File: config.mk
export PLATFORM = sky130hd
export DESIGN_NAME = ndata_width_downsizer
export DESIGN_NICKNAME = d
export VERILOG_FILES = /design/src/rtl/ndata_width_downsizer.sv
export SDC_FILE = /design/constraint.sdc
export NUM_CORES = 1
export LEC_CHECK = 0
export CORE_MARGIN = 2
export CORE_UTILIZATION = 43
export DETAILED_ROUTE_END_ITERATION = 8
export PLACE_DENSITY_LB_ADDON = 0.3
export SLEW_MARGIN = 15
export SYNTH_ARGS = -nofsm -noshare
export SYNTH_HDL_FRONTEND = slang
export SYNTH_SLANG_ARGS = --single-unit
File: constraint.sdc
create_clock -name clk -period 6.4 [get_ports clk]
set_clock_uncertainty 0.15 [all_clocks]
set_input_delay 1.28 -clock clk [delete_from_list [all_inputs] [get_ports clk]]
set_output_delay 1.28 -clock clk [all_outputs]
set_load 0.05 [all_outputs]
File: src/rtl/ndata_width_downsizer.sv
// Splits each wide input beat into IN_WIDTH/OUT_WIDTH narrow chunks, skipping
// chunks whose keep bits are all zero so the narrow side never idles on empty data.
module ndata_width_downsizer #(
    parameter int ELEM_WIDTH = 8,
    parameter int IN_WIDTH   = 16,
    parameter int OUT_WIDTH  = 8
) (
    input  logic                            clk,
    input  logic                            rst_n,
    input  logic [IN_WIDTH*ELEM_WIDTH-1:0]  in_data,
    input  logic [IN_WIDTH-1:0]             in_keep,
    input  logic                            in_last,
    input  logic                            in_valid,
    output logic                            in_ready,
    output logic [OUT_WIDTH*ELEM_WIDTH-1:0] out_data,
    output logic [OUT_WIDTH-1:0]            out_keep,
    output logic                            out_last,
    output logic                            out_valid,
    input  logic                            out_ready
);
    localparam int RATIO = IN_WIDTH / OUT_WIDTH;
    localparam int IDX_W = (RATIO > 1) ? $clog2(RATIO) : 1;
    localparam int CW    = OUT_WIDTH * ELEM_WIDTH;

    generate
        if ((OUT_WIDTH > IN_WIDTH) || (IN_WIDTH % OUT_WIDTH != 0)) begin : g_bad_ratio
            $error("ndata_width_downsizer: IN_WIDTH must be a multiple of OUT_WIDTH");
        end
    endgenerate

    logic [IN_WIDTH*ELEM_WIDTH-1:0] buf_data;
    logic [IN_WIDTH-1:0]            buf_keep;
    logic                           buf_last;
    logic                           buf_valid;
    logic [IDX_W-1:0]               idx;

    logic [RATIO-1:0] buf_nz;
    logic [RATIO-1:0] in_nz;
    logic             is_final;
    logic [IDX_W-1:0] next_idx;
    logic [IDX_W-1:0] first_idx;
    logic             out_fire;
    logic             in_fire;
    logic             load_beat;

    always_comb begin
        buf_nz = '0;
        in_nz  = '0;
        for (int k = 0; k < RATIO; k++) begin
            buf_nz[k] = |buf_keep[k*OUT_WIDTH +: OUT_WIDTH];
            in_nz[k]  = |in_keep[k*OUT_WIDTH +: OUT_WIDTH];
        end
    end

    // Downward scan: the last hit is the lowest qualifying chunk, so the
    // skip over any run of empty chunks resolves in a single cycle.
    always_comb begin
        is_final  = 1'b1;
        next_idx  = idx;
        first_idx = '0;
        for (int k = RATIO - 1; k >= 0; k--) begin
            if (buf_nz[k] && (k > int'(idx))) begin
                is_final = 1'b0;
                next_idx = IDX_W'(k);
            end
            if (in_nz[k]) begin
                first_idx = IDX_W'(k);
            end
        end
    end

    always_comb begin
        out_data = '0;
        out_keep = '0;
        for (int k = 0; k < RATIO; k++) begin
            if (idx == IDX_W'(k)) begin
                out_data = buf_data[k*CW +: CW];
                out_keep = buf_keep[k*OUT_WIDTH +: OUT_WIDTH];
            end
        end
    end

    // Valid/ready: a transfer happens on a rising edge where valid and ready are
    // both high; valid never depends on ready, and a held beat stays stable.
    assign out_valid = buf_valid;
    assign out_last  = buf_valid & buf_last & is_final;
    assign out_fire  = buf_valid & out_ready;
    assign in_ready  = ~buf_valid | (out_fire & is_final);
    assign in_fire   = in_valid & in_ready;
    // An all-empty beat is dropped unless it closes a frame.
    assign load_beat = in_fire & ((|in_keep) | in_last);

    always_ff @(posedge clk or negedge rst_n) begin
        if (!rst_n) begin
            buf_valid <= 1'b0;
            idx       <= '0;
        end else if (in_fire) begin
            buf_valid <= load_beat;
            idx       <= load_beat ? first_idx : '0;
        end else if (out_fire) begin
            if (is_final) begin
                buf_valid <= 1'b0;
            end else begin
                idx <= next_idx;
            end
        end
    end

    always_ff @(posedge clk) begin
        if (load_beat) begin
            buf_data <= in_data;
            buf_keep <= in_keep;
            buf_last <= in_last;
        end
    end

endmodule

==> impl_metrics.toml, run 1 <==
[synth]
syn_inst = 248
synth_compound_area_frac = 0.008545
yosysWarnings = 0
muxShareOfSynthArea = 0.1497
syn-num-nets = 397
synthSimpleGateAreaFrac = 0.01686
synth_top_family_by_area = "multiplexers"
seq_area_frac_synth = 0.8129
netlist_area_um2 = 5418
synth.ff_latch_count = 147
synth.avg_cell_area_um2 = 21.85
synth_xor_area_frac = 0
ys_types = 18
synth_fa_ha_area_frac = 0

[setup_path]
worstSetupPathType = "primary input to output pin"
start_kind = "primary input"
cp_top_family = "buffers and inverters"
cp_common_cell = "clkdlybuf4s50_1"
startpoint = "out_ready"
worstReg2RegStart = "idx$_DFFE_PN0P_"
max_stage_delay_ps = 840
critPathMaxFanout = 3
cp.arrival_ps = 2880
critPathBufInv = 3
endpoint_kind = "output pin"
crit_chain = "clkdlybuf4s50_1 -> inv_1 -> o21ai_2 -> clkdlybuf4s50_1"
cp_slowest_cell = "clkdlybuf4s50_1"
cp.required_ps = 4970

[route]
drt_drc_violations_left = 0
drt_iter0_drc = 207
drtPass1Iterations = 6
via_per_inst = 4.741
routed_wirelength_mm = 11.39
ant_nets = 0
avgRoutedWirePerCell_um = 17.03
vias = 3172

[placement]
port_buffers = 223
post-dp-hpwl_mm = 7.971
routabilityCongestion = 0.7133

[die]
die_area_um2 = 13510
ioPinCount = 224
dieHeight_um = 116.2
rows = 41
die_x_um = 116.2
start_util = 0.4346
fp.coreArea_um2 = 12470

[layout]
final_common_cell = "clkdlybuf4s50_1"
multiInputGateArea_um2 = 953.4
layout-drive-gt1-share = 0.2254
final_cell_mix = "clkdlybuf4s50_1 (223), edfxtp_1 (145), mux2_2 (72)"
fill_cells = 824
syn2layout_area_growth_pct = 56.79
seqCellArea_um2 = 4408
nNetsFinal = 633
n_antenna_cell = 0

[flow_run]
cap_violations = 0

[clock_tree]
htreeDepth = 4
postCtsHoldBufs = 0
clkTransAtPathRegs_ps = 60
post_cts_resized = 0
cts_made_buffers = 17
cts_setup_buffers = 0
cts_max_path_buffers = 2
clockRootBuffer = "clkbuf_16"
clk_latency_ps = 420
cts.sinks = 147
cts_tree = "built"

[power]
leakagePower_nw = 2.891
ir_drop_v = 0.0002589
pwr_density_cell_nw_per_um2 = 434.4

[min_path]
min-delay-path-class = "register to register"
min-delay-start = "out_valid$_DFFE_PN0P_"

[grt]
grt_pass1_vias = 3351
grt_overflow_total = 0
grt_max_degree = 75
grt_pass1_wl_mm = 16.54
groute.usage.overall = 0.1701
antenna_found_initial = 0

[timing]
finalSetupTns_ps = 0
tightest_slew_ps = 1005
post-route-period-util = 0.6737
slew_headroom = 0.3298
final-setup-viol-count = 0
period_minus_slack_ps = 4311
fmax_mhz = 231.9
rsz0062_at_grt = "false"
hold_viol = 0
fin_hold_ws_ps = 500.4
slew_viol_final = 0

[run_status]
status = "finished, final reports clean"
## worst paths after layout
path                                          endpoint  slack [ps]  cells after the start
worst max-delay path                          in_ready        2090                      4
worst min register to register   out_valid$_DFFE_PN0P_         500                      2
worst min-delay path             out_valid$_DFFE_PN0P_         500                      2
max in group asynchronous              idx$_DFFE_PN0P_        5100                      1
min in group asynchronous              idx$_DFFE_PN0P_         870                      1
worst max register to register  buf_data[86]$_DFFE_PP_        2800                      4
## per-stage QoR
| step | power [mW] | instance area [um2] | cells | util | setup WS (ps) |
|---|---|---|---|---|---|
| after floorplan | 2.192 | 5418 | 248 | - | 45.67 |
| after global placement | 2.605 | 7831 | 637 | 0.6282 | 2117 |
| after detailed placement | 2.620 | 7831 | 637 | 0.6282 | 2097 |
| after CTS | 3.728 | 8494 | 669 | 0.6814 | 2105 |
| after global routing | 3.817 | 8494 | 669 | 0.6814 | 2032 |
| final | 3.690 | 8494 | 669 | 0.6814 | 2089 |
## cell usage after synthesis
master	n	area, um2
edfxtp_1	145	4354
mux2_2	72	810.8
buf_4	7	52.55
nand2_1	3	11.26
nor4_1	3	18.77
nor4_2	3	37.54
dfrtp_1	2	50.05
inv_1	2	7.510
o21ai_2	2	17.52
a21oi_1	1	5.000
a221o_1	1	10.01
a32oi_1	1	8.760
buf_2	1	5.000
nand3_1	1	5.000
nand4_1	1	6.260
nor2_1	1	3.750
nor2b_2	1	8.760
o21ai_0	1	5.000
## flip-flops by register name, indices dropped and copies added (netlist names)
signal / cells
buf_keep: 16
buf_data: 128
out_valid: 1
buf_last: 1
idx: 1
## worst reg2reg max path, stage by stage (launching register included)
cell and delay (ps):
dfrtp_4 1090, a21oi_1 210, o21ai_2 230, nor2b_4 770, buf_4 740
## layout make-up
type	instances	area share
Multi-Input combinational cell	91	0.1122
Inverter	2	0.0008838
Clock buffer	17	0.05008
Sequential cell	147	0.5189
Tap cell	172	0.02534
Clock inverter	15	0.02799
Timing Repair Buffer	225	0.2645
## cell families (layout without fill, tap and decap cells)
logic type	after synthesis	count (layout)
muxes	72	72
DFF	147	147
and+or+nand+nor	13	13
AOI/OAI and AO/OA	6	6
buffers and inverters	10	259
## power breakdown
group	internal [mW]	switching (mW)
registers	1.21	0.108
clock network	0.726	0.373
logic	0.511	0.763
total	2.45	1.24
## metal layers
layer / wire [um] / track usage
met5: 0 / 0
met4: 310 / 0.09365
met3: 941 / 0.06850
met2: 5822 / 0.2833
met1: 4318 / 0.1861
Note: power is estimated with default switching activity, not from simulation.
==> run 2: changes to the inputs <==
==> constraint.sdc (replaced) <==
create_clock -name clk -period 4.14 [get_ports clk]
set_clock_uncertainty 0.15 [all_clocks]
set_input_delay 0.828 -clock clk [delete_from_list [all_inputs] [get_ports clk]]
set_output_delay 0.828 -clock clk [all_outputs]
set_load 0.05 [all_outputs]
==> impl_metrics.toml, run 2 (synthesized netlist as in run 1, its figures left out) <==
[timing]
finalSetupTns_ps = 0
tightest_slew_ps = 1118
slew_headroom = 0.2532
post-route-period-util = 0.8831
slew_viol_final = 0
period_minus_slack_ps = 3656
hold_viol = 0
fin_ws_ps = 483.9
final-setup-viol-count = 0
fmax_mhz = 273.5
rsz0062_at_grt = "false"

[setup_path]
r2r-end = "buf_last$_DFFE_PP_"
critPathCapture = "out_keep[5]"
endpoint_kind = "output pin"
cp.required_ps = 3160
cp_slowest_cell = "dfrtp_4"
r2r_slack_ps = 810
startpoint = "idx$_DFFE_PN0P_"
worstReg2RegStart = "idx$_DFFE_PN0P_"
critPathMaxFanout = 47
start_kind = "register"
r2r_cells = 4
worstSetupPathType = "register to output pin"
crit_chain = "buf_12 -> mux2_2 -> clkdlybuf4s50_1"
cp.arrival_ps = 2680
max_stage_delay_ps = 850

[layout]
final_core_util = 0.6700
syn2layout_area_growth_pct = 54.16
final_cell_mix = "clkdlybuf4s50_1 (223), edfxtp_1 (145), mux2_2 (72)"
n_antenna_cell = 0
seqCellArea_um2 = 4408
fill_cells = 853
fin_cells = 669
largest_reg_flops = 128
reg_top3 = "buf_data: 128 flops, buf_keep: 16 flops"
nNetsFinal = 633
final_common_cell = "clkdlybuf4s50_1"
multiInputGateArea_um2 = 960.9
largest-register = "buf_data"
layout-drive-gt1-share = 0.2072

[power]
sw_frac_of_total = 0.3545
p_int_mw = 3.426
leakagePower_nw = 2.830
pwr-share-clk = 0.241
pwr-share-comb = 0.383
pwr_density_cell_nw_per_um2 = 635.5
power_switching_mw = 1.882
ir_drop_v = 0.0003174
seqPwrFrac = 0.376

[route]
drt_drc_violations_left = 0
met3_length_um = 975
vias = 3157
via_per_inst = 4.719
top_layer_used = "met4"
ant_nets = 0
avgRoutedWirePerCell_um = 17.06
wl_met2_mm = 5.796
m1WireLength_mm = 4.279
routed_wirelength_mm = 11.42
drtPass1Iterations = 4
drt_iter0_drc = 236

[run_status]
status = "finished, final reports clean"

[grt]
grt_pass1_vias = 3279
antenna_found_initial = 0
grt_pass1_wl_mm = 16.71
grt_max_degree = 108
grt_overflow_total = 0
groute.usage.overall = 0.1714

[clock_tree]
clockRootBuffer = "clkbuf_16"
cts_made_buffers = 17
cts_setup_buffers = 0
clkTransAtPathRegs_ps = 50
post_cts_resized = 0
cts_tree = "built"
htreeDepth = 4
cts_max_path_buffers = 2
postCtsHoldBufs = 0
cts.sinks = 147
clk_latency_ps = 410

[die]
die_x_um = 116.2
rows = 41
dieHeight_um = 116.2
ioPinCount = 224
die_area_um2 = 13510
start_util = 0.4346
fp.coreArea_um2 = 12470

[min_path]
min-delay-path-class = "primary input to async pin"

[placement]
routabilityCongestion = 0.7222
dp_slack_ps = 486.7
port_buffers = 223
post-dp-hpwl_mm = 8.081
place_inst = 637

[flow_run]
cap_violations = 0
[run 2: how the worst min path moves through the flow]
stage | start | end | depth (start not counted)
after floorplan | rst_n | idx$_DFFE_PN0P_ | 0
after global placement | out_valid$_DFFE_PN0P_ | out_valid$_DFFE_PN0P_ | 2
after detailed placement | out_valid$_DFFE_PN0P_ | out_valid$_DFFE_PN0P_ | 2
after CTS | rst_n | out_valid$_DFFE_PN0P_ | 1
after global routing | rst_n | idx$_DFFE_PN0P_ | 1
final | rst_n | out_valid$_DFFE_PN0P_ | 1
[run 2: power groups by stage]
| stage | Combinational (mW) | Clock (mW) | Sequential, mW |
|---|---|---|---|
| floorplan | 1.44 | 0 | 1.95 |
| global placement | 2.03 | 0 | 2.02 |
| detailed placement | 2.04 | 0 | 2.03 |
| CTS | 2.05 | 1.31 | 2.00 |
| global route | 2.11 | 1.37 | 2.02 |
| finish | 2.03 | 1.28 | 2.00 |
[run 2: metrics by stage]
step | area (um2) | power [mW] | hold slack, ps
final | 8352 | 5.308 | 431.8
after global routing | 8352 | 5.509 | 416.3
after CTS | 8352 | 5.365 | 414.1
after detailed placement | 7864 | 4.074 | 496.1
after global placement | 7864 | 4.051 | 473.8
after floorplan | 5430 | 3.381 | 382.4
[run 2: worst max-delay path: cells and delay by family, from the launching register on]
kind / cells / cell delay, ps
DFF: 1 / 850
buffers and inverters: 2 / 1000
muxes: 1 / 350
[run 2: area by class of cell]
| class | count | share of cell area |
|---|---|---|
| Tap cell | 172 | 0.02577 |
| Timing Repair Buffer | 225 | 0.2721 |
| Clock buffer | 23 | 0.05363 |
| Sequential cell | 147 | 0.5278 |
| Inverter | 2 | 0.0008989 |
| Multi-Input combinational cell | 91 | 0.1151 |
| Clock inverter | 9 | 0.004794 |
[run 2: per-layer routing]
layer  up-vias  GRT usage
li1       1467          -
met4         0     0.1119
met3        29    0.06124
met5         -          0
met2       146     0.2752
met1      1515     0.1943
